==> src/rtl/exec_sequencer_pkg.sv <==
// exec_sequencer_pkg: shared state/instruction types for the exec sequencer
package exec_sequencer_pkg;
    localparam int STATE_W = 3;
    typedef enum logic [STATE_W-1:0] {
        IDLE  = 3'd0,
        RUN   = 3'd1,
        STEP  = 3'd2,
        BREAK = 3'd3,
        FAULT = 3'd4
    } seq_state_t;
    typedef struct packed {
        logic [7:0] addr;
        logic [7:0] stage;
    } instruction_t;
    function automatic logic can_launch(seq_state_t s);
        return s == IDLE || s == BREAK;
    endfunction
endpackage

==> src/rtl/exec_sequencer_if.sv <==
// exec_sequencer_if: stage request/acknowledge handshake plus retirement pulse
interface exec_sequencer_if #(parameter int NUM_STAGES = 4);
    logic [NUM_STAGES-1:0] stage_req;
    logic [NUM_STAGES-1:0] stage_ack;
    logic                  cycle_done;
    modport master(output stage_req, cycle_done, input stage_ack);
    modport slave(input stage_req, cycle_done, output stage_ack);
endinterface

==> src/rtl/exec_sequencer_stage_watchdog.sv <==
// stage_watchdog: counts unacknowledged cycles of the current stage
module stage_watchdog #(
    parameter int TIMEOUT_CYCLES = 15
) (
    input  logic clk,
    input  logic reset,
    input  logic stage_change,
    input  logic waiting,
    output logic expired
);
    localparam int W = $clog2(TIMEOUT_CYCLES + 1);
    logic [W-1:0] cnt;
    always_ff @(posedge clk or negedge reset) begin
        if (!reset) cnt <= '0;
        else        cnt <= stage_change ? '0 : cnt + W'(waiting);
    end
    // fires on the TIMEOUT_CYCLES-th consecutive wait cycle
    assign expired = waiting && cnt == W'(TIMEOUT_CYCLES - 1);
endmodule

==> src/rtl/exec_sequencer.sv <==
// exec_sequencer: run/step/break control walking each instruction through its handshake stages
module exec_sequencer
    import exec_sequencer_pkg::*;
#(
    parameter int ADDR_WIDTH     = 8,
    parameter int NUM_STAGES     = 4,
    parameter int TIMEOUT_CYCLES = 15,
    parameter int COUNT_WIDTH    = 16
) (
    input  logic                   clk,
    input  logic                   reset,
    input  logic                   go,
    input  logic                   step,
    input  logic                   halt_req,
    input  logic                   clear_fault,
    input  logic                   program_write,
    input  logic                   bp_enable,
    input  logic [ADDR_WIDTH-1:0]  bp_address,
    input  logic [ADDR_WIDTH-1:0]  pc,
    exec_sequencer_if.master       sif,
    output logic [2:0]             state,
    output logic                   fault,
    output logic [COUNT_WIDTH-1:0] instr_count
);
    seq_state_t st, st_n;
    logic [NUM_STAGES-1:0] req_q, req_n;
    logic done_q, halt_pend, bp_skip, start, active, ack_hit, retire, expired, bp_hit;

    assign active  = |req_q;
    assign ack_hit = |(req_q & sif.stage_ack);
    assign retire  = ack_hit && req_q[NUM_STAGES-1];
    assign bp_hit  = bp_enable && pc == bp_address && !bp_skip;

    stage_watchdog #(.TIMEOUT_CYCLES(TIMEOUT_CYCLES)) u_watchdog (
        .clk,
        .reset,
        .stage_change(ack_hit || !active),
        .waiting(active && !ack_hit),
        .expired
    );

    // an active instruction always completes or times out; decisions happen only at boundaries
    always_comb begin
        st_n  = st;
        req_n = req_q;
        start = 1'b0;
        if (active) begin
            req_n = expired ? '0 : ack_hit ? req_q << 1 : req_q;
            st_n  = expired ? FAULT : (retire && st == STEP) ? IDLE : st;
        end else if (can_launch(st)) begin
            st_n = step ? STEP : go ? RUN : st;
        end else if (st == FAULT) begin
            st_n = clear_fault ? IDLE : st;
        end else if (st == RUN && bp_hit) begin
            st_n = BREAK;
        end else if (st == RUN && (halt_pend || halt_req)) begin
            st_n = IDLE;
        end else begin
            start = !program_write;
            req_n = NUM_STAGES'(start);
        end
    end

    always_ff @(posedge clk or negedge reset) begin
        if (!reset) begin
            st          <= IDLE;
            req_q       <= '0;
            done_q      <= 1'b0;
            instr_count <= '0;
            halt_pend   <= 1'b0;
            bp_skip     <= 1'b0;
        end else begin
            st          <= st_n;
            req_q       <= req_n;
            done_q      <= retire;
            instr_count <= instr_count + COUNT_WIDTH'(retire);
            halt_pend   <= st == RUN && st_n == RUN && (halt_pend || halt_req);
            // resuming from BREAK must not re-trap on the same address
            bp_skip     <= (st == BREAK && st_n != BREAK) || (bp_skip && !start);
        end
    end

    assign sif.stage_req  = req_q;
    assign sif.cycle_done = done_q;
    assign state          = st;
    assign fault          = st == FAULT;
endmodule

==> src/flat_wrapper.sv <==
// flat-port wrapper written by rule: the top's interface ports become plain ports
module exec_sequencer_flat import exec_sequencer_pkg::*;
#(
    parameter int ADDR_WIDTH     = 8,
    parameter int NUM_STAGES     = 4,
    parameter int TIMEOUT_CYCLES = 15,
    parameter int COUNT_WIDTH    = 16
)
  (clk, reset, go, step, halt_req, clear_fault, program_write, bp_enable, bp_address, pc, state, fault, instr_count, sif_stage_req, sif_cycle_done, sif_stage_ack);
  exec_sequencer_if #(.NUM_STAGES(NUM_STAGES)) sif_i ();
  input  logic clk;
  input  logic reset;
  input  logic go;
  input  logic step;
  input  logic halt_req;
  input  logic clear_fault;
  input  logic program_write;
  input  logic bp_enable;
  input  logic [ADDR_WIDTH-1:0] bp_address;
  input  logic [ADDR_WIDTH-1:0] pc;
  output logic [2:0] state;
  output logic fault;
  output logic [COUNT_WIDTH-1:0] instr_count;
  output wire logic [$bits(sif_i.stage_req)-1:0] sif_stage_req;
  output wire logic [$bits(sif_i.cycle_done)-1:0] sif_cycle_done;
  input wire logic [$bits(sif_i.stage_ack)-1:0] sif_stage_ack;
  assign sif_stage_req = sif_i.stage_req;
  assign sif_cycle_done = sif_i.cycle_done;
  assign sif_i.stage_ack = sif_stage_ack;
  exec_sequencer #(.ADDR_WIDTH(ADDR_WIDTH), .NUM_STAGES(NUM_STAGES), .TIMEOUT_CYCLES(TIMEOUT_CYCLES), .COUNT_WIDTH(COUNT_WIDTH)) u_core (.clk(clk), .reset(reset), .go(go), .step(step), .halt_req(halt_req), .clear_fault(clear_fault), .program_write(program_write), .bp_enable(bp_enable), .bp_address(bp_address), .pc(pc), .sif(sif_i), .state(state), .fault(fault), .instr_count(instr_count));
endmodule
==> config.mk <==
export PLATFORM = sky130hd
export DESIGN_NAME = exec_sequencer_flat
export DESIGN_NICKNAME = d
export VERILOG_FILES = /design/src/rtl/exec_sequencer_pkg.sv /design/src/rtl/exec_sequencer_if.sv /design/src/rtl/exec_sequencer_stage_watchdog.sv /design/src/rtl/exec_sequencer.sv /design/src/flat_wrapper.sv
export SDC_FILE = /design/constraint.sdc
export NUM_CORES = 1
export LEC_CHECK = 0
export CAP_MARGIN = 10
export CORE_MARGIN = 2
export CORE_UTILIZATION = 30
export CTS_BUF_LIST = sky130_fd_sc_hd__clkbuf_4 sky130_fd_sc_hd__clkbuf_8
export CTS_CLUSTER_SIZE = 14
export DETAILED_ROUTE_END_ITERATION = 10
export GPL_TIMING_DRIVEN = 0
export PLACE_DENSITY = 0.54
export SYNTH_ARGS = -nofsm -noshare
export SYNTH_HDL_FRONTEND = slang
export SYNTH_HIERARCHICAL = 1
export SYNTH_SLANG_ARGS = --single-unit
==> constraint.sdc <==
create_clock -name clk -period 2.55 [get_ports clk]
set_input_delay 0.51 -clock clk [delete_from_list [all_inputs] [get_ports clk]]
set_output_delay 0.51 -clock clk [all_outputs]
set_load 0.05 [all_outputs]
# --- Word level (Yosys, flattened, before mapping) ---
# Cells that the tools add are included.
classes:
  reduce_logical: 25
  eq_ne: 13
  add_sub_neg: 2
  mux: 23
  bitwise: 1
ops:
  columns: ["operator", "count"]
  rows:
  - ["$mux W4", 8]
  - ["$mux W3", 10]
  - ["$add A16 B1 Y16", 1]
  - ["$logic_and A1 B1 Y1", 12]
  - ["$eq A8 B8 Y1", 1]
  - ["$ne A2 B1 Y1 const B", 4]
  - ["$reduce_or A4 Y1", 2]
  - ["$eq A3 B1 Y1 const B", 2]
  - ["$eq A3 B2 Y1 const B", 2]
  - ["$logic_not A1 Y1", 5]
  - ["$mux W1", 5]
  - ["$reduce_and A5 Y1", 1]
  - ["$add A4 B1 Y4", 1]
  - ["$and A4 B4 Y4", 1]
  - ["$eq A4 B4 Y1 const B", 1]
  - ["$logic_or A1 B1 Y1", 4]
  - ["$eq A3 B3 Y1 const B", 1]
  - ["$logic_not A3 Y1", 1]
  - ["$ne A3 B2 Y1 const B", 1]
  - ["$ne A3 B3 Y1 const B", 1]
word_totals:
  wordCells: 71
  reg_bits: 30
  inputBits: 28

# --- Longest topological paths before layout ---
logic_depth:
  word_depth: 11
  mapped_depth: 10
  ltp_nobuf: 10

# --- Hierarchy ---
# The synthesis kept the hierarchy.
by_module_without_submodules:
  columns: ["module", "area_each_um2", "cells_per_inst", "n_inst"]
  rows:
  - ["exec_sequencer", 1357.6, 128, 1]
  - ["stage_watchdog", 197.7, 17, 1]

# --- Least setup slack after synthesis ---
# OpenSTA, ideal clock, no wires.
synth_path:
  kind: "flip-flop to flip-flop"
  startpoint: "register u_core.req_q[3], in the netlist u_core/sif.stage_req[3]"
  endpoint: "register u_core.halt_pend"
  n_path_buf: 0
  setup_slack_ps: 50
  path_stages_with_launch: 11
  arrival_time_ps: 2420
  synth_period_minus_slack_ps: 2500
  required_time_ps: 2470
  cell_sequence: "dfrtp_1 > nor4_2 > a21oi_1 > nand3_2 > inv_1 > nand2_1 > nor3_1 > or3_1 > a31oi_1 > a211o_2 > nor3_2"
synth_via:
  elab_chain_cells: 10
  elab_cells_between_ends: 14
  classes_between: "1 x eq/ne; 3 x mux; 1 x bitwise; 9 x reduce/logical"
synth_lines:
  columns: ["item", "line", "rtl"]
  rows:
  - ["from (decl)", "exec_sequencer.sv:26", "logic [NUM_STAGES-1:0] req_q, req_n;"]
  - ["from (signal assigned)", "exec_sequencer.sv:74", "req_q <= req_n;"]
  - ["$and A4 B4 Y4", "exec_sequencer.sv:30", "assign ack_hit = |(req_q & sif.stage_ack);"]
  - ["$reduce_or A4 Y1", "exec_sequencer.sv:30", null]
  - ["$logic_not A1 Y1", "exec_sequencer.sv:38", ".waiting(active && !ack_hit),"]
  - ["$logic_and A1 B1 Y1 *", "exec_sequencer.sv:38", null]
  - ["$logic_and A1 B1 Y1 *", "exec_sequencer_stage_watchdog.sv:18", "assign expired = waiting && cnt == W'(TIMEOUT_CYCLES - 1);"]
  - ["named net u_core.expired", "exec_sequencer.sv:27", "logic done_q, halt_pend, bp_skip, start, active, ack_hit, retire, expired, bp_hit;"]
  - ["$mux W3 *", "exec_sequencer.sv:49", "st_n = expired ? FAULT : (retire && st == STEP) ? IDLE : st;"]
  - ["$mux W3 *", "exec_sequencer.sv:47", "if (active) begin"]
  - ["named net u_core.st_n[1]", "exec_sequencer.sv:25", "seq_state_t st, st_n;"]
  - ["$eq A3 B1 Y1 *", "exec_sequencer.sv:77", "halt_pend <= st == RUN && st_n == RUN && (halt_pend || halt_req);"]
  - ["$logic_and A1 B1 Y1 * (2 in a row)", "exec_sequencer.sv:77", null]
  - ["to (signal assigned)", "exec_sequencer.sv:77", null]
  - ["to (decl)", "exec_sequencer.sv:27", null]
# Mark *: on every way through the listed nets, which the timed path passes. The rest lies on a longest branch.
# A chain may end at the register's enable or synchronous reset.

# --- Worst setup path after layout ---
layout_path:
  startpoint: "input port sif_stage_ack[2]"
  endpoint: "register u_core.instr_count[10]"
layout_via:
  elab_chain_cells: 4
layout_lines:
  columns: ["item", "line", "rtl"]
  rows:
  - ["from (decl)", "flat_wrapper.sv:26", "input wire logic [$bits(sif_i.stage_ack)-1:0] sif_stage_ack;"]
  - ["$and A4 B4 Y4", "exec_sequencer.sv:30", null]
  - ["$reduce_or A4 Y1", "exec_sequencer.sv:30", null]
  - ["$logic_and A1 B1 Y1", "exec_sequencer.sv:31", "assign retire = ack_hit && req_q[NUM_STAGES-1];"]
  - ["named net u_core.retire", "exec_sequencer.sv:27", null]
  - ["$add A16 B1 Y16", "exec_sequencer.sv:76", "instr_count <= instr_count + COUNT_WIDTH'(retire);"]
  - ["to (signal assigned)", "exec_sequencer.sv:76", null]
  - ["to (decl)", "exec_sequencer.sv:23", "output logic [COUNT_WIDTH-1:0] instr_count"]
# The timed path passes the listed nets, and every way through them passes these cells.

==> flow_summary.toml <==
[worst_setup_path]
r2r_start = "u_core/sif.stage_req[3]"
r2r_slack_ns = 0.28
path_class = "in -> reg"
arrival_ns = 2.57
cp_max_fo = 5
crit_path_start = "sif_stage_ack[2]"
cp-end-kind = "flip-flop"
worst-r2r-cell-count = 10
startpoint_type = "input pin"
r2r_end = "u_core/halt_pend"
critPathCapture = "u_core/instr_count[10]"
required_ns = 2.75

[synth]
synthMuxAreaShare_pct = 2.90
async_flop_share_pct = 100
syn_nets = 177
yosysSeqAreaShare_pct = 48.3
synth_common_cells = "dfrtp_1 (30), xnor2_1 (19), nor2_1 (11), nand2_1 (9), nand3_1 (8)"
ys_types = 38
synth_area_leaders = "dfrtp_1 (48%), xnor2_1 (11%), ha_1 (3.2%)"
synth_top_area_share_pct = 48.3
yosysWarnings = 6
ys.flop_type = "dfrtp_1"
synth_area_um2 = 1560
yosysTopAreaCell = "dfrtp_1"
yosys.area_share.simple_pct = 23.0
syn_inst = 145
synth_top_family_by_area = "simple AND/OR/NAND/NOR gates"
synth-seq-cells = 30
yosysMostFrequentCell = "dfrtp_1"
synthXorXnorAreaFrac_pct = 13.0
syn_avg_cell_area_um2 = 10.7
synthAdderAreaFrac_pct = 3.22
synth_edf_count = 0
synth-compound-area-share_pct = 8.13

[power]
p_per_area_nw_per_um2 = 1000
ir_drop_v = 0.000525
p_leak_nw = 0.985

[clocking]
cts_htree_levels = 2
clk_latency_ns = 0.28
ctsRootBufferMaster = "clkbuf_8"
cts_tree = "yes"
clock_path_buffers = 2
clkSinkCount = 30
cts_buffers = 5
path_clk_slew_ns = 0.06

[floorplan]
coreArea_um2 = 5040
rows = 26
die_h_um = 76
start_util_pct = 30.8
io_pins = 53
die_x_um = 76
die_area_um2 = 5780

[global_routing]
grt-ovfl-total = 0
grt_use_met3_pct = 4.15
grt_max_degree = 19
grt_pass1_wl_um = 6310
busiest_layer = "met2"
antenna_found_initial = 0
grt_util_met2_pct = 20.6
grtUsageMet1_pct = 17.9
grt_use_total_pct = 13.5
grt_pass1_vias = 1336

[place]
portBuffers = 52
finalWeightedCongestion = 0.769
hpwl_um = 2890
dpl_cell_area_um2 = 2190

[cells_and_area]
post-route-util_pct = 46.2
nFillCells = 476
final_cell_area_um2 = 2330
diodes = 0
multi_input_area_um2 = 808
nets = 239
ff_latch_area_um2 = 751
layout-drive-gt1-share_pct = 12.0
area_growth_pct = 49.6

[timing]
max_slew.worst_pin.slew_ns = 0.693
hold_viol_final = 0
setup_viol = 0
slew_violations = 0
layout_min_cycle_time_ns = 2.37
fmax_ghz = 0.421
rsz0062_at_grt = "no"
fin_skew_ns = 0.00614
fin_crit_sh_pct = 93.1
max_slew_margin_pct = 53.6

[detailed_routing]
via_per_inst = 4.60
drt-wirelength-per-cell_um = 13.0
drtIter0Drc = 53
antenna_left = 0
drc = 0
wirelength_um = 3610
firstDrtPassIters = 4
dr_total_vias = 1280

[outcome]
outcome = "finished, final reports clean"

[min_path]
hold_class = "reg -> reg"

[job]
drv_cap = 0
[layout by cell type (no fill, tap or decap), types with 3 or more instances in the layout]
master	count
clkdlybuf4s50_1	51
clkbuf_8	6
o21ai_0	4
mux2i_1	3
nor3_2	3
xnor2_1	19
and3_1	3
dfrtp_1	30
nand3b_1	3
nand3_1	8
a21oi_1	4
nor2_1	11
nand4_1	3
xor2_1	4
ha_1	4
nor2b_1	6
nand2_1	9
[final cells by class]
cell class	instances	share of cell area (%)
multi-input cells	111	34.7
flip-flops and latches	30	32.3
plain buffers	2	0.699
clock inverters	2	0.538
inverters	2	0.323
clock buffers	6	3.55
well taps	70	3.76
repair buffers	55	24.1
[worst min-delay path by stage]
stage	startpoint	to	slack [ns]	depth (start not counted)
after floorplan	reset	u_core/bp_skip	0.21	0
after global placement	u_core/instr_count[15]	u_core/instr_count[15]	0.47	1
after detailed placement	u_core/instr_count[15]	u_core/instr_count[15]	0.47	1
after CTS	u_core/instr_count[15]	u_core/instr_count[15]	0.48	1
after global routing	u_core/instr_count[15]	u_core/instr_count[15]	0.50	1
final	u_core/instr_count[15]	u_core/instr_count[15]	0.47	1
[where the power goes]
part / switching [W] / internal (W) / leakage (nW)
combinational: 0.000724 / 0.000483 / 0.535
sequential: 0.000147 / 0.000586 / 0.403
clock: 0.000174 / 0.000216 / 0.0472
[registers in the layout (all words and copies together) (netlist names)]
name / count
u_core/instr_count: 16
u_core/sif.stage_req: 4
u_core/u_watchdog/cnt: 4
u_core/state: 3
u_core/bp_skip: 1
u_core/halt_pend: 1
u_core/sif.cycle_done: 1
[routing by layer]
layer | wire length (µm) | vias up | part of all wire (%)
met3 | 166 | 6 | 4.6
met1 | 1670 | 605 | 46
li1 | - | 636 | -
met2 | 1710 | 33 | 47
met5 | 0 | - | 0
met4 | 64 | 0 | 1.8
[worst max-delay path: stages]
cell and delay, ns:
clkdlybuf4s50_1 0.40, a22oi_1 0.31, nand3b_1 0.19, and2_1 0.22, ha_1 0.24, ha_1 0.24, nand2_1 0.14, nor2_1 0.08
nand3_1 0.10, xnor2_1 0.12
[timing repair]
action,CTS,global route
resized for setup,2,3
hold buffers,0,0
endpoints found under the setup margin,3,3
pin swaps,0,1
buffers inserted,0,2
[metrics by stage]
stage	hold slack [ns]	std cells	TNS [ns]	setup slack [ns]	total power [W]
6_report	0.475	278	0	0.177	0.00233
5_1_grt	0.496	278	0	0.0535	0.00251
4_1_cts	0.480	276	0	0.0154	0.00231
3_5_place_dp	0.466	268	-1.71	-0.555	0.00190
3_3_place_gp	0.467	267	-1.57	-0.525	0.00188
2_1_floorplan	0.214	145	0	0.0496	0.00153
[cells by family after synthesis]
group	count (synthesis)
xor gates and xnor gates	23
muxes	4
buffers and inverters	4
AOI/OAI and AO/OA	19
adders and majority gates	4
DFF	30
and+or+nand+nor	61
(Power assumes the default switching activity.)
==> RTL change: new RTL, same settings <==
`COUNT_WIDTH` is set to 16 in 2 places; all go to 18.
--- a/src/rtl/exec_sequencer.sv
+++ b/src/rtl/exec_sequencer.sv
@@ -5,7 +5,7 @@
     parameter int ADDR_WIDTH     = 8,
     parameter int NUM_STAGES     = 4,
     parameter int TIMEOUT_CYCLES = 15,
-    parameter int COUNT_WIDTH    = 16
+    parameter int COUNT_WIDTH    = 18
 ) (
     input  logic                   clk,
     input  logic                   reset,
--- a/src/flat_wrapper.sv
+++ b/src/flat_wrapper.sv
@@ -4,7 +4,7 @@
     parameter int ADDR_WIDTH     = 8,
     parameter int NUM_STAGES     = 4,
     parameter int TIMEOUT_CYCLES = 15,
-    parameter int COUNT_WIDTH    = 16
+    parameter int COUNT_WIDTH    = 18
 )
   (clk, reset, go, step, halt_req, clear_fault, program_write, bp_enable, bp_address, pc, state, fault, instr_count, sif_stage_req, sif_cycle_done, sif_stage_ack);
   exec_sequencer_if #(.NUM_STAGES(NUM_STAGES)) sif_i ();
Interface: changed (resized instr_count); port bits go from 53 to 55. The function was not compared with the original's and may differ.
==> RTL change against the original RTL <==
Area after synthesis up 6.0%. Synthesized cell count is 7.6% higher. Sequential cell count grew 2. Die area up 5.7%. Global-route usage down 0.65 points. Sequential power up 1%. Worst setup slack worse by 0.089 ns. Routed wire length increased by 3.8%. Cell area grew 4.5%. Hold slack got worse by 0.20 ns. Power increased by 3.5%. Largest cell class unchanged.
==> RTL change: results (changes against the original RTL) <==
Post-Route Setup TNS = 0 ns (unchanged)
Reg2reg start = u_core/sif.stage_req[2]
1st-iter DRT viols = 29 (-45%)
Ranking of synthesized cells by area = dfrtp_1, xnor2_1, nor2_1
Crit path max-delay family = buffers and inverters
HPWL Detailed = 2.85 mm (-1.5%)
Post-synth cell types = 39 (+2.6%)
Worst slew pin tran = 0.690 ns (-0.00298 ns)
Wire per inst = 12.8 um (-1.2%)
Reg-to-reg endpoint = u_core/bp_skip
Cell Area, Placed = 2280 um^2 (+4.1%)
Initial antenna violation count = 0 (unchanged)
Status = finished, final reports clean
Synth Area in XOR/XNOR = 13.3% (+0.33 points)
Seq/Total Area, Yosys = 48.6% (+0.29 points)
Synthesis-to-finish area growth = 47.4%
Lkg Pwr = 1.02 nW (+4.0%)
Num CTS Buffers = 5 (unchanged)
Synth cell count leaders = dfrtp_1, xnor2_1, nor2_1, nand2_1
Vias in the first global route = 1310 (-1.9%)
Synth warn = 6 (unchanged)
1st-pass router iterations = 4 (unchanged)
Syn nets = 188 (+6.2%)
Final #Nets = 253 (+5.9%)
Port bufs = 54 (+3.8%)
Register-to-Register Path Depth = 10 (unchanged)
Max reg flops = 18 (+2)
Top_reg_cell synth = dfrtp_1
Clk_skew = 0.00473 ns (-0.00141 ns)
Synth Area in Adders = 3.03% (-0.18 points)
Layout cell share with drive strength beyond 1 = 15.8% (+3.7 points)
Post-synthesis async set-or-reset flop share = 100% (unchanged)
VDD IR max = 0.000712 V (+36%)
Mux cell area share after synthesis = 2.12% (-0.77 points)
Finished Layout Cells = 292 (+5.0%)
First-pass GRT wire length = 6.20 mm (-1.7%)
Mapped Avg Cell Area = 10.6 um^2 (-1.4%)
Fillers = 506 (+6.3%)
Largest net degree at the start of global routing = 33 (+14)
Clk slew on worst S/H paths = 0.07 ns
Synth Area in Compound Gates = 9.64% (+1.5 points)
Total GRT Usage = 12.9% (-0.65 points)
R2R setup slack = 0.25 ns (-0.03 ns)
Gpl congestion = 0.864 (+12%)
Clk_lat worst skew = 0.28 ns (about the same)
CP max stage cell = clkdlybuf4s50_1
Placed Cells incl. Taps = 280 (+4.5%)
HP Class = input pin to async pin
Vias = 1372 (+7.2%)
RTL change: cell type report:
class	count	area share, %
clock inverters	1	0.309
flip-flops and latches	32	33.1
inverters	8	1.24
multi-input cells	113	33.7
clock buffers	7	3.71
repair buffers	58	23.3
plain buffers	3	1.08
well taps	70	3.60
RTL change: how the worst max path moves through the flow:
stage | startpoint | to | slack (ns) | cells past startpoint
after detailed placement | sif_stage_ack[2] | u_core/bp_skip | -0.69 | 11
after CTS | sif_stage_ack[2] | u_core/bp_skip | 0.03 | 11
after global routing | sif_stage_ack[2] | u_core/bp_skip | -0.01 | 12
after floorplan | u_core/state[2] | fault | 0.09 | 3
after global placement | sif_stage_ack[2] | u_core/bp_skip | -0.64 | 11
final | sif_stage_ack[2] | u_core/instr_count[12] | 0.09 | 11
RTL change: timing repair:
action                                  in CTS  in global routing
pin swaps                                    2                  2
resized for setup                            0                  8
setup buffers                                2                  2
endpoints found under the setup margin       7                  6
cloned                                       0                  0
RTL change: power breakdown:
part / switching, mW / internal [mW] / total, mW / leakage (nW)
Sequential: 0.119 / 0.623 / 0.742 / 0.420
Combinational: 0.743 / 0.515 / 1.26 / 0.557
Clock: 0.183 / 0.230 / 0.413 / 0.0479
Total: 1.05 / 1.37 / 2.41 / 1.02
RTL change: metal layers:
metal	vias to the layer above	share of wire [%]	GRT usage, %
met5	-	0	0
met4	0	1.2	5.79
met3	5	5.9	4.48
met2	37	50	20.6
met1	656	42	15.6
li1	674	-	-
RTL change: logic make-up (layout without fill, tap and decap cells):
logic type	count (synthesis)	in the layout
mux	3	3
simple gates	60	60
buf+inv	11	77
xor+xnor	25	25
flops	32	32
fa+ha+maj	4	4
compound gates	21	21
RTL change: per-stage QoR:
stage                     worst slack (ns)  hold slack (ns)
after detailed placement            -0.692            0.461
after global routing               -0.0127            0.321
final                               0.0883            0.270
after global placement              -0.643            0.459
after CTS                           0.0306            0.295
after floorplan                     0.0883            0.214
